===== src/rtl/axil_master_cmd.sv =====
// AXI4-Lite initiator: one command in, one AXI-Lite read or write out, one response back.
// A single transaction is in flight at a time; nonzero BRESP/RRESP values are counted (saturating).
module axil_master_cmd #(
    parameter int DATA_WIDTH    = 32,
    parameter int ADDR_WIDTH    = 12,
    parameter int ERR_CNT_WIDTH = 16
) (
    input  logic                      axi_clock,
    input  logic                      rst,
    input  logic                      cmd_valid,
    output logic                      cmd_ready,
    input  logic                      cmd_we,
    input  logic [ADDR_WIDTH-1:0]     cmd_addr,
    input  logic [DATA_WIDTH-1:0]     cmd_wdata,
    input  logic [DATA_WIDTH/8-1:0]   cmd_wstrb,
    output logic                      resp_valid,
    input  logic                      resp_ready,
    output logic                      resp_we,
    output logic [DATA_WIDTH-1:0]     resp_rdata,
    output logic [1:0]                resp_code,
    output logic [ERR_CNT_WIDTH-1:0]  err_count,
    output logic [ADDR_WIDTH-1:0]     m_axil_awaddr,
    output logic [2:0]                m_axil_awprot,
    output logic                      m_axil_awvalid,
    input  logic                      m_axil_awready,
    output logic [DATA_WIDTH-1:0]     m_axil_wdata,
    output logic [DATA_WIDTH/8-1:0]   m_axil_wstrb,
    output logic                      m_axil_wvalid,
    input  logic                      m_axil_wready,
    input  logic [1:0]                m_axil_bresp,
    input  logic                      m_axil_bvalid,
    output logic                      m_axil_bready,
    output logic [ADDR_WIDTH-1:0]     m_axil_araddr,
    output logic [2:0]                m_axil_arprot,
    output logic                      m_axil_arvalid,
    input  logic                      m_axil_arready,
    input  logic [DATA_WIDTH-1:0]     m_axil_rdata,
    input  logic [1:0]                m_axil_rresp,
    input  logic                      m_axil_rvalid,
    output logic                      m_axil_rready
);

    localparam int STRB_W = DATA_WIDTH / 8;

    typedef enum logic [2:0] {IDLE, WR, WR_B, RD_A, RD_D, RESP} state_t;

    state_t                   state_q, state_d;
    logic                     cmd_ready_q, cmd_ready_d;
    logic                     resp_valid_q, resp_valid_d;
    logic                     resp_we_q, resp_we_d;
    logic [DATA_WIDTH-1:0]    resp_rdata_q, resp_rdata_d;
    logic [1:0]               resp_code_q, resp_code_d;
    logic [ERR_CNT_WIDTH-1:0] err_count_q, err_count_d;
    logic [ADDR_WIDTH-1:0]    addr_q, addr_d;
    logic [DATA_WIDTH-1:0]    wdata_q, wdata_d;
    logic [STRB_W-1:0]        wstrb_q, wstrb_d;
    logic                     awvalid_q, awvalid_d;
    logic                     wvalid_q, wvalid_d;
    logic                     bready_q, bready_d;
    logic                     arvalid_q, arvalid_d;
    logic                     rready_q, rready_d;
    logic                     err_hit;

    always_comb begin
        state_d      = state_q;
        resp_we_d    = resp_we_q;
        resp_rdata_d = resp_rdata_q;
        resp_code_d  = resp_code_q;
        addr_d       = addr_q;
        wdata_d      = wdata_q;
        wstrb_d      = wstrb_q;
        awvalid_d    = awvalid_q;
        wvalid_d     = wvalid_q;
        arvalid_d    = arvalid_q;
        err_hit      = 1'b0;

        case (state_q)
            IDLE: begin
                if (cmd_valid && cmd_ready_q) begin
                    addr_d  = cmd_addr;
                    wdata_d = cmd_wdata;
                    wstrb_d = cmd_wstrb;
                    if (cmd_we) begin
                        state_d   = WR;
                        awvalid_d = 1'b1;
                        wvalid_d  = 1'b1;
                    end else begin
                        state_d   = RD_A;
                        arvalid_d = 1'b1;
                    end
                end
            end
            WR: begin
                // AW and W retire independently; leave once both have gone
                if (m_axil_awready) awvalid_d = 1'b0;
                if (m_axil_wready)  wvalid_d  = 1'b0;
                if (!awvalid_d && !wvalid_d) state_d = WR_B;
            end
            WR_B: begin
                if (m_axil_bvalid) begin
                    resp_code_d  = m_axil_bresp;
                    resp_rdata_d = '0;
                    resp_we_d    = 1'b1;
                    err_hit      = (m_axil_bresp != 2'b00);
                    state_d      = RESP;
                end
            end
            RD_A: begin
                if (m_axil_arready) begin
                    arvalid_d = 1'b0;
                    state_d   = RD_D;
                end
            end
            RD_D: begin
                if (m_axil_rvalid) begin
                    resp_code_d  = m_axil_rresp;
                    resp_rdata_d = m_axil_rdata;
                    resp_we_d    = 1'b0;
                    err_hit      = (m_axil_rresp != 2'b00);
                    state_d      = RESP;
                end
            end
            RESP: begin
                if (resp_ready) state_d = IDLE;
            end
            default: state_d = IDLE;
        endcase

        // Handshake strobes follow the next state so they are valid the cycle the state is entered
        cmd_ready_d  = (state_d == IDLE);
        bready_d     = (state_d == WR_B);
        rready_d     = (state_d == RD_D);
        resp_valid_d = (state_d == RESP);

        err_count_d = err_count_q;
        if (err_hit && (err_count_q != {ERR_CNT_WIDTH{1'b1}}))
            err_count_d = err_count_q + ERR_CNT_WIDTH'(1);
    end

    always_ff @(posedge axi_clock) begin
        if (rst) begin
            state_q      <= IDLE;
            cmd_ready_q  <= 1'b0;
            resp_valid_q <= 1'b0;
            resp_we_q    <= 1'b0;
            resp_rdata_q <= '0;
            resp_code_q  <= 2'b00;
            err_count_q  <= '0;
            addr_q       <= '0;
            wdata_q      <= '0;
            wstrb_q      <= '0;
            awvalid_q    <= 1'b0;
            wvalid_q     <= 1'b0;
            bready_q     <= 1'b0;
            arvalid_q    <= 1'b0;
            rready_q     <= 1'b0;
        end else begin
            state_q      <= state_d;
            cmd_ready_q  <= cmd_ready_d;
            resp_valid_q <= resp_valid_d;
            resp_we_q    <= resp_we_d;
            resp_rdata_q <= resp_rdata_d;
            resp_code_q  <= resp_code_d;
            err_count_q  <= err_count_d;
            addr_q       <= addr_d;
            wdata_q      <= wdata_d;
            wstrb_q      <= wstrb_d;
            awvalid_q    <= awvalid_d;
            wvalid_q     <= wvalid_d;
            bready_q     <= bready_d;
            arvalid_q    <= arvalid_d;
            rready_q     <= rready_d;
        end
    end

    assign cmd_ready      = cmd_ready_q;
    assign resp_valid     = resp_valid_q;
    assign resp_we        = resp_we_q;
    assign resp_rdata     = resp_rdata_q;
    assign resp_code      = resp_code_q;
    assign err_count      = err_count_q;
    assign m_axil_awaddr  = addr_q;
    assign m_axil_awprot  = 3'b000;
    assign m_axil_awvalid = awvalid_q;
    assign m_axil_wdata   = wdata_q;
    assign m_axil_wstrb   = wstrb_q;
    assign m_axil_wvalid  = wvalid_q;
    assign m_axil_bready  = bready_q;
    assign m_axil_araddr  = addr_q;
    assign m_axil_arprot  = 3'b000;
    assign m_axil_arvalid = arvalid_q;
    assign m_axil_rready  = rready_q;

endmodule

===== config.mk =====
export PLATFORM = sky130hd
export DESIGN_NAME = axil_master_cmd
export DESIGN_NICKNAME = d
export VERILOG_FILES = /design/src/rtl/axil_master_cmd.sv
export SDC_FILE = /design/constraint.sdc
export NUM_CORES = 1
export LEC_CHECK = 0
export ABC_AREA = 1
export CAP_MARGIN = 20
export CORE_MARGIN = 1
export CORE_UTILIZATION = 44
export CTS_BUF_LIST = sky130_fd_sc_hd__clkbuf_4 sky130_fd_sc_hd__clkbuf_8 sky130_fd_sc_hd__clkbuf_16
export DETAILED_ROUTE_END_ITERATION = 10
export GPL_TIMING_DRIVEN = 0
export PLACE_DENSITY = 0.95
export SLEW_MARGIN = 10
export SYNTH_ARGS = -nofsm -noshare
export SYNTH_HDL_FRONTEND = slang
export SYNTH_SLANG_ARGS = --single-unit

===== constraint.sdc =====
create_clock -name axi_clock -period 4.8 [get_ports axi_clock]
set_clock_uncertainty 0.15 [all_clocks]
set_input_delay 0.72 -clock axi_clock [delete_from_list [all_inputs] [get_ports axi_clock]]
set_output_delay 0.72 -clock axi_clock [all_outputs]
set_load 0.005 [all_outputs]

Word level (Yosys, flattened, before mapping)

Index checks and enable logic that the tools add are counted.
Widths: inputs -> output; s select.

Bits in registers: 109
Input bits: 94
Output and inout port bits: 124
Logic and storage cells: 79

$add $sub $neg: 1
Eq/ne operators: 15
Multiplexer cells: 32
Reduce and logical (&&, ||, !) cells: 16

Operators by type and width:

| operator              | count |
|---|---|
| $mux 32               | 2 |
| $pmux 32 s2           | 1 |
| $mux 3                | 6 |
| $pmux 3 s6            | 1 |
| $add 16x1->16 const B | 1 |
| $ne 16x16->1 const B  | 1 |
| $mux 1                | 13 |
| $eq 3x3->1 const B    | 4 |
| $ne 2x2->1 const B    | 6 |
| $pmux 1 s2            | 5 |
| $reduce_bool 2->1     | 5 |
| $eq 3x2->1 const B    | 3 |
| $logic_not 3->1       | 2 |
| $mux 2                | 3 |
| $reduce_and 3->1      | 2 |
| $pmux 2 s2            | 1 |
| $reduce_and 4->1      | 1 |
| $eq 3x1->1 const B    | 1 |
| $logic_and 1x1->1     | 3 |
| $logic_not 1->1       | 2 |
| $reduce_and 2->1      | 1 |

Depth between registers and ports, before layout

Depth in word-level cells: 7
Mapped depth: 9
Mapped depth without buffers: 9

Least setup slack after synthesis

No wires, ideal clock.

Path kind: reg2reg
From: reg err_count_q[0], in the netlist err_count[0]
To: reg err_count_q[13], in the netlist err_count[13]
Library setup time: 132 ps
Data arrival time: 1428 ps
Required time: 4518 ps
Slack: 3090 ps
Stages on the path, launching flop included: 10
Buffers on the path: 1
Period minus slack after synthesis: 1710 ps
Path through: dfxtp_1 ha_1 nand3_1 inv_1 nand2_1 nor2_1 nor2_4 buf_6 nand2_1 a21oi_1

Longest elaborated chain between the ends: 2
Elaborated cells between the ends (all ways): 3
Classes of those cells: add/sub: 1; eq/ne: 1; reduce/logical: 1

Ends and longest elaborated chain:

| what                                                  | line | RTL |
|---|---|---|
| from (decl)                                           | 53   | `logic [ERR_CNT_WIDTH-1:0] err_count_q, err_count_d;` |
| from (signal assigned)                                | 164  | `err_count_q <= err_count_d;` |
| branches (longest 2 deep; another with $add 16x1->16) | -    |  |

Several ways; the timed one is not identified.
A chain may end at the register's enable or synchronous reset.

Worst setup path after layout

From: reg err_count_q[9], in the netlist err_count[9]
To: out err_count[9]

RTL lines:

| what      | line | RTL |
|---|---|---|
| to (decl) | 21   | `output logic [ERR_CNT_WIDTH-1:0] err_count,` |

No word-level cell between the ends.

==> flow_metrics.env <==
export IMPL_status="completed"
export IMPL_vias=4745
export IMPL_slew_viol_final=0
export IMPL_dieArea_um2=10700
export IMPL_clkTransAtPathRegs_ns=0.11
export IMPL_worst_slew_pin_slew_ns=0.592
export IMPL_cp_arrival_ns=1.39
export IMPL_crit_cells=1
export IMPL_cp_required_ns=3.93
export IMPL_grtUsageTotal=0.246
export IMPL_ys_seq_elements=109
export IMPL_grt_pass1_wl_um=20300
export IMPL_critPathBufInv=1
export IMPL_cts_setup_buffers=0
export IMPL_htree_levels=3
export IMPL_slew_headroom=0.605
export IMPL_r2r_cells=9
export IMPL_power_mw=2.60
export IMPL_yosysTopAreaCell="dfxtp_1"
export IMPL_timing_fmax_mhz=443
export IMPL_die_height_um=103
export IMPL_clk_latency_ns=0.36
export IMPL_worst_setup_path_end_kind="primary output"
export IMPL_cts_root_buf="clkbuf_8"
export IMPL_diodes=0
export IMPL_drt_total_wl_um=13100
export IMPL_p_leak_nw=2.69
export IMPL_detailedPlacementHpwl_um=10100
export IMPL_timing_final_ws_setup_ns=2.54
export IMPL_synth_edf_count=0
export IMPL_powerDensity_nw_per_um2=372
export IMPL_hold_violations=0
export IMPL_fin_nets=935
export IMPL_synthCells=614
export IMPL_ioPinCount=218
export IMPL_fin_tns_setup_ns=0
export IMPL_finalNonFillerCells=978
export IMPL_portBuffers=210
export IMPL_async_flop_share=0
export IMPL_final_common_cell="clkdlybuf4s50_1"
export IMPL_overflow=0
export IMPL_yosys_warnings=0
export IMPL_areaGrowthSynthToFinish_pct=55.3
export IMPL_globalplace_congestion=0.864
export IMPL_critical_path_max_fanout=6
export IMPL_cp_slowest_cell="clkdlybuf4s50_1"
export IMPL_setup_viol=0
export IMPL_synthTopCellsByArea="dfxtp_1, nand2_1, a21oi_1, nor2_1, buf_4"
export IMPL_synthDistinctLibCells=29
export IMPL_final_cell_mix="clkdlybuf4s50_1, nand2_1, dfxtp_1"
export IMPL_cts_resized=0
export IMPL_clockBufferDepth=2
export IMPL_post_route_drc_count=0
export IMPL_placed_cells=962
export IMPL_antenna_found_initial=0
export IMPL_synth_seq_area_share=0.484
export IMPL_critPathKind="register to primary output"
export IMPL_maxCapViolations=0
export IMPL_hp_class="register to register"
export IMPL_grt_max_degree=19
export IMPL_routedWlPerCell_um=13.4
export IMPL_vias_per_cell=4.85
export IMPL_fp_row_count=36
export IMPL_max_stage_delay_ns=0.55
export IMPL_ctsHoldBuffers=0
export IMPL_ir_drop_mv=0.216
export IMPL_crit_chain="clkdlybuf4s50_1"
export IMPL_path_delay_family="buffers and inverters"
export IMPL_ys_flop_type="dfxtp_1"
export IMPL_netlist_area_um2=4510
export IMPL_crit_path_start_kind="register"
export IMPL_yosys_area_top_type_share=0.484
export IMPL_numCtsBuffers=9
export IMPL_start_util=0.457
export IMPL_ant_nets=0
export IMPL_die_width_um=103
export IMPL_cts_sinks=109
export IMPL_avgSynthCellArea_um2=7.34
export IMPL_drt_pass1_iterations=4
export IMPL_cts_tree="yes"
export IMPL_core_um2=9860
export IMPL_min_period_over_period=0.471
export IMPL_preCtsSetupSlack_ns=2.42
export IMPL_rsz0062_at_grt="no"
export IMPL_holdPathStages=2
export IMPL_drive_gt1_frac=0.0781
export IMPL_drt_iter0_drc=131
export IMPL_final_min_clock_period_ns=2.26
export IMPL_grt_pass1_vias=4384
[worst reg2reg max path, stage by stage, from the launching register on]
cell and delay (ns):
dfxtp_1 0.47, ha_1 0.28, nand3_1 0.16, inv_1 0.11
nand2_1 0.10, nor2_1 0.20, nor2_4 0.08, buf_6 0.15
nand2_1 0.07, a21oi_1 0.05
[synth_stat cells (all sizes together), types with 4 or more instances]
cell    count
buf        33
nand2     177
nand3      12
a21oi      99
nand4       8
o21ai      44
dfxtp     109
xnor2       4
clkbuf     17
inv        25
nor2       75
[cell type report]
type | count | area, µm²
clock inverter | 5 | 67.6
sequential | 109 | 2180
clock buffer | 11 | 139
timing repair buffer | 210 | 2100
inverter | 25 | 96.3
tap | 133 | 166
buffer | 50 | 293
multi-input combinational | 435 | 1960
fill | 763 | 2860
[per-layer routing]
metal / up-vias / share of wire / GRT usage
met2: 162 / 0.50 / 0.446
met3: 24 / 0.078 / 0.0840
met1: 2135 / 0.40 / 0.271
met5: - / 0 / 0
met4: 0 / 0.020 / 0.0748
li1: 2424 / - / -
[cells by family after synthesis]
| logic type | Yosys count | synth area share |
|---|---|---|
| compound gates | 145 | 0.162 |
| xor+xnor | 6 | 0.0117 |
| fa+ha+maj | 1 | 0.00278 |
| buf+inv | 75 | 0.0863 |
| flops | 109 | 0.484 |
| other cells | 1 | 0.000832 |
| simple gates | 277 | 0.252 |
[state kept, by name (all words and copies together) (netlist names)]
register and count:
m_axil_wstrb 4, state_q 3, resp_rdata 32, m_axil_bready 1, m_axil_rready 1, err_count 16
m_axil_wvalid 1, resp_valid 1, m_axil_arvalid 1, cmd_ready 1, resp_code 2, resp_we 1
m_axil_wdata 32, m_axil_araddr 12, m_axil_awvalid 1
[stage by stage]
stage	hold WS, ns	cell area (µm²)	utilization
after floorplan	0.306	4530	-
final	0.317	7000	0.710
after CTS	0.320	7000	0.710
after global routing	0.336	7000	0.710
after detailed placement	0.304	6800	0.689
after global placement	0.301	6800	0.689
[power breakdown]
group          internal, mW  total, mW  switching [mW]  leakage (nW)
registers              1.05       1.14          0.0878         0.885
clock network         0.261      0.578           0.317         0.107
logic                 0.485      0.889           0.404          1.70
total                  1.80       2.60           0.809          2.69
[final timing paths]
path | start | endpoint | slack (ns)
max | err_count[9] | err_count[9] | 2.54
min | m_axil_wdata[7] | m_axil_wdata[7] | 0.32
max reg2reg | err_count[0] | err_count[13] | 2.85
min reg2reg | m_axil_wdata[7] | m_axil_wdata[7] | 0.32
No activity file was read; power rests on OpenSTA's default activity.
